**config.mk**
```make
export PLATFORM = sky130hd
export DESIGN_NAME = ad7928_chan_avg
export DESIGN_NICKNAME = d
export VERILOG_FILES = /design/src/rtl/ad7928_chan_avg.sv
export SDC_FILE = /design/constraint.sdc
export NUM_CORES = 1
export LEC_CHECK = 0
export ABC_AREA = 1
export ABC_CLOCK_PERIOD_IN_PS = 7200
export CORE_ASPECT_RATIO = 0.6
export CORE_UTILIZATION = 40
export CTS_CLUSTER_DIAMETER = 120
export CTS_CLUSTER_SIZE = 40
export DETAILED_ROUTE_END_ITERATION = 8
export PLACE_DENSITY_LB_ADDON = 0.15
export SLEW_MARGIN = 40
export SYNTH_ARGS = -nofsm -noshare
export SYNTH_HDL_FRONTEND = slang
export SYNTH_SLANG_ARGS = --single-unit
```
**constraint.sdc**
```tcl
create_clock -name clk -period 7.2 [get_ports clk]
set_input_delay 1.44 -clock clk [delete_from_list [all_inputs] [get_ports clk]]
set_output_delay 1.44 -clock clk [all_outputs]
set_load 0.02 [all_outputs]
```
**src/rtl/ad7928_chan_avg.sv**
```systemverilog
// Per-channel decimating averager for the AD7928 sample stream: eight independent
// accumulators, a per-channel result register bank and a show-ahead output FIFO.
module ad7928_chan_avg #(
    parameter int unsigned AVG_LOG2        = 3,
    parameter int unsigned FIFO_DEPTH_LOG2 = 2
) (
    input  logic        clk,
    input  logic        reset_n,
    input  logic        core_en,
    input  logic        clear,
    input  logic [11:0] s_adc_data,
    input  logic [2:0]  s_adc_chanel,
    input  logic        s_axis_valid,
    output logic [11:0] m_avg_data,
    output logic [2:0]  m_avg_chanel,
    output logic        m_axis_valid,
    input  logic        m_axis_ready,
    input  logic [2:0]  rd_chanel,
    output logic [11:0] rd_data,
    output logic        overflow
);

    localparam int unsigned AW    = 12 + AVG_LOG2;
    localparam int unsigned CW    = (AVG_LOG2 == 0) ? 1 : AVG_LOG2;
    localparam int unsigned PW    = FIFO_DEPTH_LOG2;
    localparam int unsigned DEPTH = 1 << FIFO_DEPTH_LOG2;
    localparam logic [CW-1:0] LAST_CNT = CW'((1 << AVG_LOG2) - 1);
    localparam logic [PW:0]   FULL_CNT = (PW + 1)'(DEPTH);

    logic          rst_meta;
    logic          rst_sync;
    logic [AW-1:0] acc     [8];
    logic [CW-1:0] cnt     [8];
    logic [11:0]   avg_reg [8];
    logic [14:0]   mem     [DEPTH];
    logic [PW-1:0] wr_ptr;
    logic [PW-1:0] rd_ptr;
    logic [PW:0]   count;

    logic          accept;
    logic          last;
    logic          push_req;
    logic          push;
    logic          pop;
    logic          drop;
    logic          full;
    logic          empty;
    logic [AW-1:0] sum;
    logic [11:0]   result;
    logic [14:0]   head;

    // Assert asynchronously, release two edges after reset_n rises.
    always_ff @(posedge clk or negedge reset_n) begin
        if (!reset_n) begin
            rst_meta <= 1'b0;
            rst_sync <= 1'b0;
        end else begin
            rst_meta <= 1'b1;
            rst_sync <= rst_meta;
        end
    end

    assign accept   = s_axis_valid & core_en & ~clear;
    assign sum      = acc[s_adc_chanel] + AW'(s_adc_data);
    assign result   = 12'(sum >> AVG_LOG2);
    assign last     = (cnt[s_adc_chanel] == LAST_CNT);
    assign push_req = accept & last;
    assign full     = (count == FULL_CNT);
    assign empty    = (count == '0);
    assign pop      = ~empty & m_axis_ready;
    // A pop in the same cycle frees the slot, so a push into a full FIFO still lands.
    assign push     = push_req & (~full | pop);
    assign drop     = push_req & full & ~pop;

    always_ff @(posedge clk or negedge rst_sync) begin
        if (!rst_sync) begin
            for (int i = 0; i < 8; i++) begin
                acc[i]     <= '0;
                cnt[i]     <= '0;
                avg_reg[i] <= '0;
            end
            wr_ptr   <= '0;
            rd_ptr   <= '0;
            count    <= '0;
            overflow <= 1'b0;
            rd_data  <= '0;
        end else begin
            rd_data <= avg_reg[rd_chanel];
            if (clear) begin
                for (int i = 0; i < 8; i++) begin
                    acc[i] <= '0;
                    cnt[i] <= '0;
                end
                wr_ptr   <= '0;
                rd_ptr   <= '0;
                count    <= '0;
                overflow <= 1'b0;
            end else begin
                if (accept) begin
                    if (last) begin
                        acc[s_adc_chanel]     <= '0;
                        cnt[s_adc_chanel]     <= '0;
                        avg_reg[s_adc_chanel] <= result;
                    end else begin
                        acc[s_adc_chanel] <= sum;
                        cnt[s_adc_chanel] <= cnt[s_adc_chanel] + CW'(1);
                    end
                end
                if (push) wr_ptr <= wr_ptr + PW'(1);
                if (pop) rd_ptr <= rd_ptr + PW'(1);
                case ({push, pop})
                    2'b10:   count <= count + (PW + 1)'(1);
                    2'b01:   count <= count - (PW + 1)'(1);
                    default: count <= count;
                endcase
                if (drop) overflow <= 1'b1;
            end
        end
    end

    always_ff @(posedge clk) begin
        if (push) mem[wr_ptr] <= {s_adc_chanel, result};
    end

    assign head         = mem[rd_ptr];
    assign m_axis_valid = ~empty;
    assign m_avg_data   = empty ? 12'd0 : head[11:0];
    assign m_avg_chanel = empty ? 3'd0 : head[14:12];

endmodule

```
**After elaboration in Yosys (flattened, before gate mapping)**

Memories as Yosys holds them, arrays and structs flattened.
Cells that the tools add are included.

- Output and inout bits: 29
- Memory bits (writable): 60
- Word-level logic and storage cells: 107
- Memories: 1
- Flip-flop bits (word level): 262
- Input port bits: 24

Memories:

| memory | words | width | rd ports | clocked after Yosys merged registers in | write ports | RTL line | text |
|---|---|---|---|---|---|---|---|
| mem | 4 | 15 | 1 | 0 | 1 | 35 | `logic [14:0] mem [DEPTH];` |

- Reductions and logical operators: 8
- Add/sub/neg operators: 6
- Bitwise gates (word level): 18
- Multiplexer cells: 36
- Order comparisons: 3
- Eq/ne operators: 4

Operator list:

| operator | number |
|---|---|
| 120-bit 2-to-1 mux | 3 |
| 120-bit bitwise AND | 1 |
| 120-bit bitwise mux | 1 |
| 120-bit inverter | 1 |
| 96-bit bitwise mux | 1 |
| 24-bit 2-to-1 mux | 3 |
| 12-bit 2-to-1 mux | 4 |
| 15-bit binary-select mux with 3-bit select | 1 |
| 15-bit demux with 3-bit select | 1 |
| 15-bit 2-to-1 mux | 3 |
| 12-bit binary-select mux with 3-bit select | 1 |
| 12-bit demux with 3-bit select | 1 |
| 24-bit bitwise AND | 1 |
| 24-bit bitwise mux | 1 |
| 24-bit inverter | 1 |
| 15-bit by 12-bit adder with 15-bit output | 1 |
| 3-bit 2-to-1 mux | 5 |
| 3-bit binary-select mux with 3-bit select | 1 |
| 3-bit demux with 3-bit select | 1 |
| 4-bit greater-or-equal comparator, second input constant | 2 |
| 2-bit 2-to-1 mux | 4 |
| 3-bit inverter with 4-bit output | 2 |
| 2-bit nonzero test | 4 |
| 1-bit bitwise AND | 7 |
| other kinds (15) | 24 |

**Longest topological paths before layout**

- Word-level depth: 10
- Depth in mapped cells: 23
- Mapped depth without buffers: 21

**Worst setup path before layout**

Ideal clock, no wire load.

- Path type: input to register
- Start: input port s_adc_chanel[1]
- End: memory mem[0][0] (enable)
- Stages: 15
- Data required time: 6.813 ns
- Path slack: 2.766 ns
- Arrival time: 4.047 ns
- Setup time: 0.387 ns
- Path through: buf_2 nor2_1 nand2_1 buf_2 inv_1 buf_2 nand2_1 nand4_1 ha_1 ha_1 buf_2 inv_2 nor2_4 nand2_1 nor2_1

- Cells in the longest elaborated chain, start to end: 9

RTL lines:

| item | RTL line | text |
|---|---|---|
| start, declared | 12 | `input logic [2:0] s_adc_chanel,` |
| 3-bit inverter with 4-bit output (implied by the code) | 66 | `assign last = (cnt[s_adc_chanel] == LAST_CNT);` |
| 3-bit binary-select mux with 3-bit select | 66 |  |
| 3-bit 2-to-1 mux (implied by the code) (2 in series) | 66 |  |
| 3-bit == test | 66 |  |
| 1-bit bitwise AND | 67 | `assign push_req = accept & last;` |
| 1-bit bitwise AND | 72 | `assign push = push_req & (~full \| pop);` |
| 1-bit 2-to-1 mux | 122 | `if (push) mem[wr_ptr] <= {s_adc_chanel, result};` |
| 1-bit 2-to-1 mux (implied by the code) | 122 |  |
| end, declared | 35 |  |

Every way passes these cells. The select of a mux whose other input is x is not followed.

**Worst setup path after layout**

- Start: input port s_adc_chanel[1]
- End: register avg_reg[27] in the netlist's numbering

- Cells in the longest elaborated chain, start to end: 6
- Elaborated cells between the ends (all ways): 16

RTL lines:

| item | RTL line | text |
|---|---|---|
| 3-bit inverter with 4-bit output (implied by the code) (*) | 64, 66, 103 |  |
| 15-bit binary-select mux with 3-bit select, or another cell as far along | 64 | `assign sum = acc[s_adc_chanel] + AW'(s_adc_data);` |
| 15-bit 2-to-1 mux (implied by the code), or another cell as far along (2 in series) | 64 |  |
| 15-bit by 12-bit adder with 15-bit output, or another cell as far along | 64 |  |
| 96-bit bitwise mux or 3-bit AND reduction (tied branches) | -- |  |
| end signal, assigned by index | 103 | `avg_reg[s_adc_chanel] <= result;` |
| end, declared | 34 | `logic [11:0] avg_reg [8];` |

Mark *: on every way between the ends. The rest lies on a longest branch, timed or not. The select of a mux whose other input is x is not followed.
A chain may end at the register's enable or synchronous reset.

==> impl_metrics.env <==
export IMPL_fin_tns_setup_ps=0
export IMPL_period_needed_ps=5960
export IMPL_synth_nets=1912
export IMPL_routed_wl_mm=51.2
export IMPL_h_tree_depth=1
export IMPL_globalplace_congestion=0.917
export IMPL_antenna_found_initial=0
export IMPL_max_freq_ghz=0.168
export IMPL_finalHoldViolCount=0
export IMPL_fin_cells=2401
export IMPL_drt_iter0_drc=1720
export IMPL_pwr_share_seq_pct=50.9
export IMPL_yosys_cell_types_count=43
export IMPL_via_count=13400
export IMPL_dp_hpwl_mm=35.5
export IMPL_synth_edf_count=60
export IMPL_layout_drive_gt1_share_pct=5.77
export IMPL_reg2reg_depth=12
export IMPL_finalWorstSetupSlack_ps=1240
export IMPL_cts_root_buf="clkbuf_16"
export IMPL_internal_power_mw=2.60
export IMPL_final_area_um2=17100
export IMPL_clock_latency_ps=550
export IMPL_crit_path_end="avg_reg[27]"
export IMPL_grt_max_degree=104
export IMPL_avgSynthCellArea_um2=8.35
export IMPL_cap_violations=0
export IMPL_start_util_pct=41.0
export IMPL_path_max_fanout=20
export IMPL_wl_per_cell_um=21.3
export IMPL_irDropWorstVdd_uv=194
export IMPL_grt_pass1_wl_mm=78.8
export IMPL_r2r_slack_ps=3380
export IMPL_drc=0
export IMPL_placed_area_um2=16700
export IMPL_ys_seq_elements=322
export IMPL_coreArea_um2=38100
export IMPL_yosys_most_used_dff="dfrtp_1"
export IMPL_grt_pass1_vias=12600
export IMPL_num_antenna_cells=0
export IMPL_finalCritPeriodShare_pct=82.8
export IMPL_rsz0062_at_grt="false"
export IMPL_cp_end_kind="flop"
export IMPL_io_pins=53
export IMPL_postSynth_asyncResetShare_pct=81.4
export IMPL_cts_made_buffers=12
export IMPL_cts_num_sinks=322
export IMPL_p_sw_share_pct=34.7
export IMPL_die_area_um2=39800
export IMPL_pre_cts_ws_ps=786
export IMPL_synth_area_um2=15600
export IMPL_area_delta_synth_final_pct=9.53
export IMPL_p_comb_share_pct=25.5
export IMPL_via_per_inst=5.58
export IMPL_worstHoldPathType="flop to async pin"
export IMPL_cts_tree="yes"
export IMPL_hold_buffers=0
export IMPL_status="complete, no violations"
export IMPL_largest_reg_flops=120
export IMPL_power_mw=3.98
export IMPL_start_kind="primary input"
export IMPL_die_h_um=155
export IMPL_critPathKind="primary input to flop"
export IMPL_setup_viol=0
export IMPL_drt_pass1_iterations=7
export IMPL_ant_nets=0
export IMPL_fill_cells=3773
export IMPL_power_leakage_nw=7.67
export IMPL_skew_ps=74.5
export IMPL_cp_arrival_ps=6400
export IMPL_post_cts_buffers=0
export IMPL_whs_ps=268
export IMPL_clockBufferDepth=3
export IMPL_yosysWarnings=0
export IMPL_critPathRequiredTime_ps=7640
export IMPL_worst_pin_slew_ps=880
export IMPL_row_count=55
export IMPL_critPathLaunch="s_adc_chanel[1]"
export IMPL_layout_nets=1929
export IMPL_path_clk_slew_ps=160
export IMPL_portBuffers=52
export IMPL_power_density_nw_per_um2=233
export IMPL_slew_violations=0
export IMPL_r2r_start="cnt[10]"
export IMPL_post_cts_resized=0
export IMPL_pwr_share_clk_pct=23.5
export IMPL_dpl_cell_count=2383
export IMPL_slew_headroom_pct=41.3
export IMPL_p_switching_mw=1.38
export IMPL_r2r_end="acc[96]"
export IMPL_grt_overflow_total=0
export IMPL_grt_use_total_pct=25.9
export IMPL_final_util_pct=44.9
export IMPL_synth_cells=1868
export IMPL_ys_seq_area_share_pct=53.6
export IMPL_die_w_um=257
-- Yosys cell counts, types with 8 or more instances --
cell      instances  area, um^2
a21oi_1          84         420
a221oi_1         11        96.3
a22oi_1          10        75.1
a31oi_1          16         100
buf_1             9        33.8
buf_2            18        90.1
clkbuf_1         53         199
dfrtp_1         262        6560
edfxtp_1         60        1800
ha_1             18         225
inv_1           168         631
inv_2            19        71.3
nand2_1         427        1600
nand2_2           9        56.3
nand3_1          72         360
nor2_1          198         743
nor2_2           10        62.6
o21ai_0         282        1410
o21ai_1          14        70.1
o22ai_1          58         363
o31ai_1           8        60.1
o32ai_1           9        78.8
-- cell type report --
class | instances | area, um^2 | area share, %
inverters | 188 | 706 | 4.13
multi-input cells | 1275 | 6190 | 36.3
flip-flops and latches | 322 | 8360 | 49.0
repair buffers | 86 | 810 | 4.74
clock inverters | 1 | 30.0 | 0.176
clock buffers | 16 | 337 | 1.97
well taps | 513 | 642 | 3.76
-- power by group through the flow --
stage                     registers, mW  logic (mW)  clock network [mW]
after floorplan                    2.07       0.543                   0
final                              2.03        1.02               0.937
after detailed placement           2.06       0.997                   0
after CTS                          2.03        1.00               0.965
after global routing               2.04        1.10                1.01
after global placement             2.06       0.988                   0
-- worst max-delay path, stage by stage --
cell	delay [ps]
clkdlybuf4s50_1	730
inv_1	170
nor2_1	280
nand2_2	330
inv_2	450
a22oi_1	180
nand4_1	150
ha_1	160
ha_1	510
inv_2	70
buf_4	230
nor2_4	230
inv_2	190
nor2_2	240
clkinv_1	660
o21ai_0	370
-- worst min path at each step --
stage | from | endpoint | slack (ps) | cells after the start
CTS | rst_sync | acc[24] | 280 | 0
global route | rst_sync | acc[24] | 300 | 0
floorplan | rst_meta | rst_sync | 330 | 0
finish | rst_sync | cnt[11] | 270 | 0
detailed placement | rst_sync | cnt[9] | 270 | 0
global placement | rst_sync | cnt[11] | 270 | 0
-- cell usage in the layout, fill, tap and decap left out, types with 3 or more instances in the layout --
| master | synthesis | layout |
|---|---|---|
| nor2_4 | 4 | 4 |
| nand2_2 | 9 | 9 |
| clkbuf_1 | 53 | 3 |
| nand2_1 | 427 | 427 |
| edfxtp_1 | 60 | 60 |
| a22oi_1 | 10 | 10 |
| nand4_1 | 6 | 6 |
| nand3_1 | 72 | 72 |
| a21oi_1 | 84 | 84 |
| o21ai_1 | 14 | 15 |
| ha_1 | 18 | 18 |
| inv_1 | 168 | 165 |
| nor2_2 | 10 | 10 |
| clkbuf_16 | 0 | 13 |
| nand3_2 | 4 | 4 |
| a31oi_1 | 16 | 16 |
| a221oi_1 | 11 | 10 |
| xor2_1 | 6 | 5 |
| a21oi_2 | 5 | 5 |
| nor2_1 | 198 | 198 |
| dfrtp_1 | 262 | 261 |
| o31ai_1 | 8 | 8 |
| o32ai_1 | 9 | 9 |
| o22ai_1 | 58 | 58 |
| inv_2 | 19 | 21 |
| clkdlybuf4s50_1 | 0 | 52 |
| o21ai_0 | 282 | 281 |
| nand3b_1 | 3 | 3 |
| buf_4 | 2 | 30 |
| o2111ai_1 | 5 | 5 |
-- layer usage --
layer | vias up | track usage (%) | wire length (um)
met5 | - | 0 | 0
met1 | 6528 | 42.0 | 25700
met4 | 0 | 3.29 | 577
li1 | 6241 | - | -
met3 | 29 | 8.98 | 6140
met2 | 598 | 32.8 | 18800
-- cell families after synthesis --
kind of cell,after synthesis,share of synthesized area [%]
DFF,322,53.6
adders and majority gates,20,1.70
buffers and inverters,271,6.76
and+or+nand+nor,738,19.2
other,1,0.0240
xor gates and xnor gates,7,0.441
AOI/OAI and AO/OA,509,18.2
No activity file was read; power rests on OpenSTA's default activity.
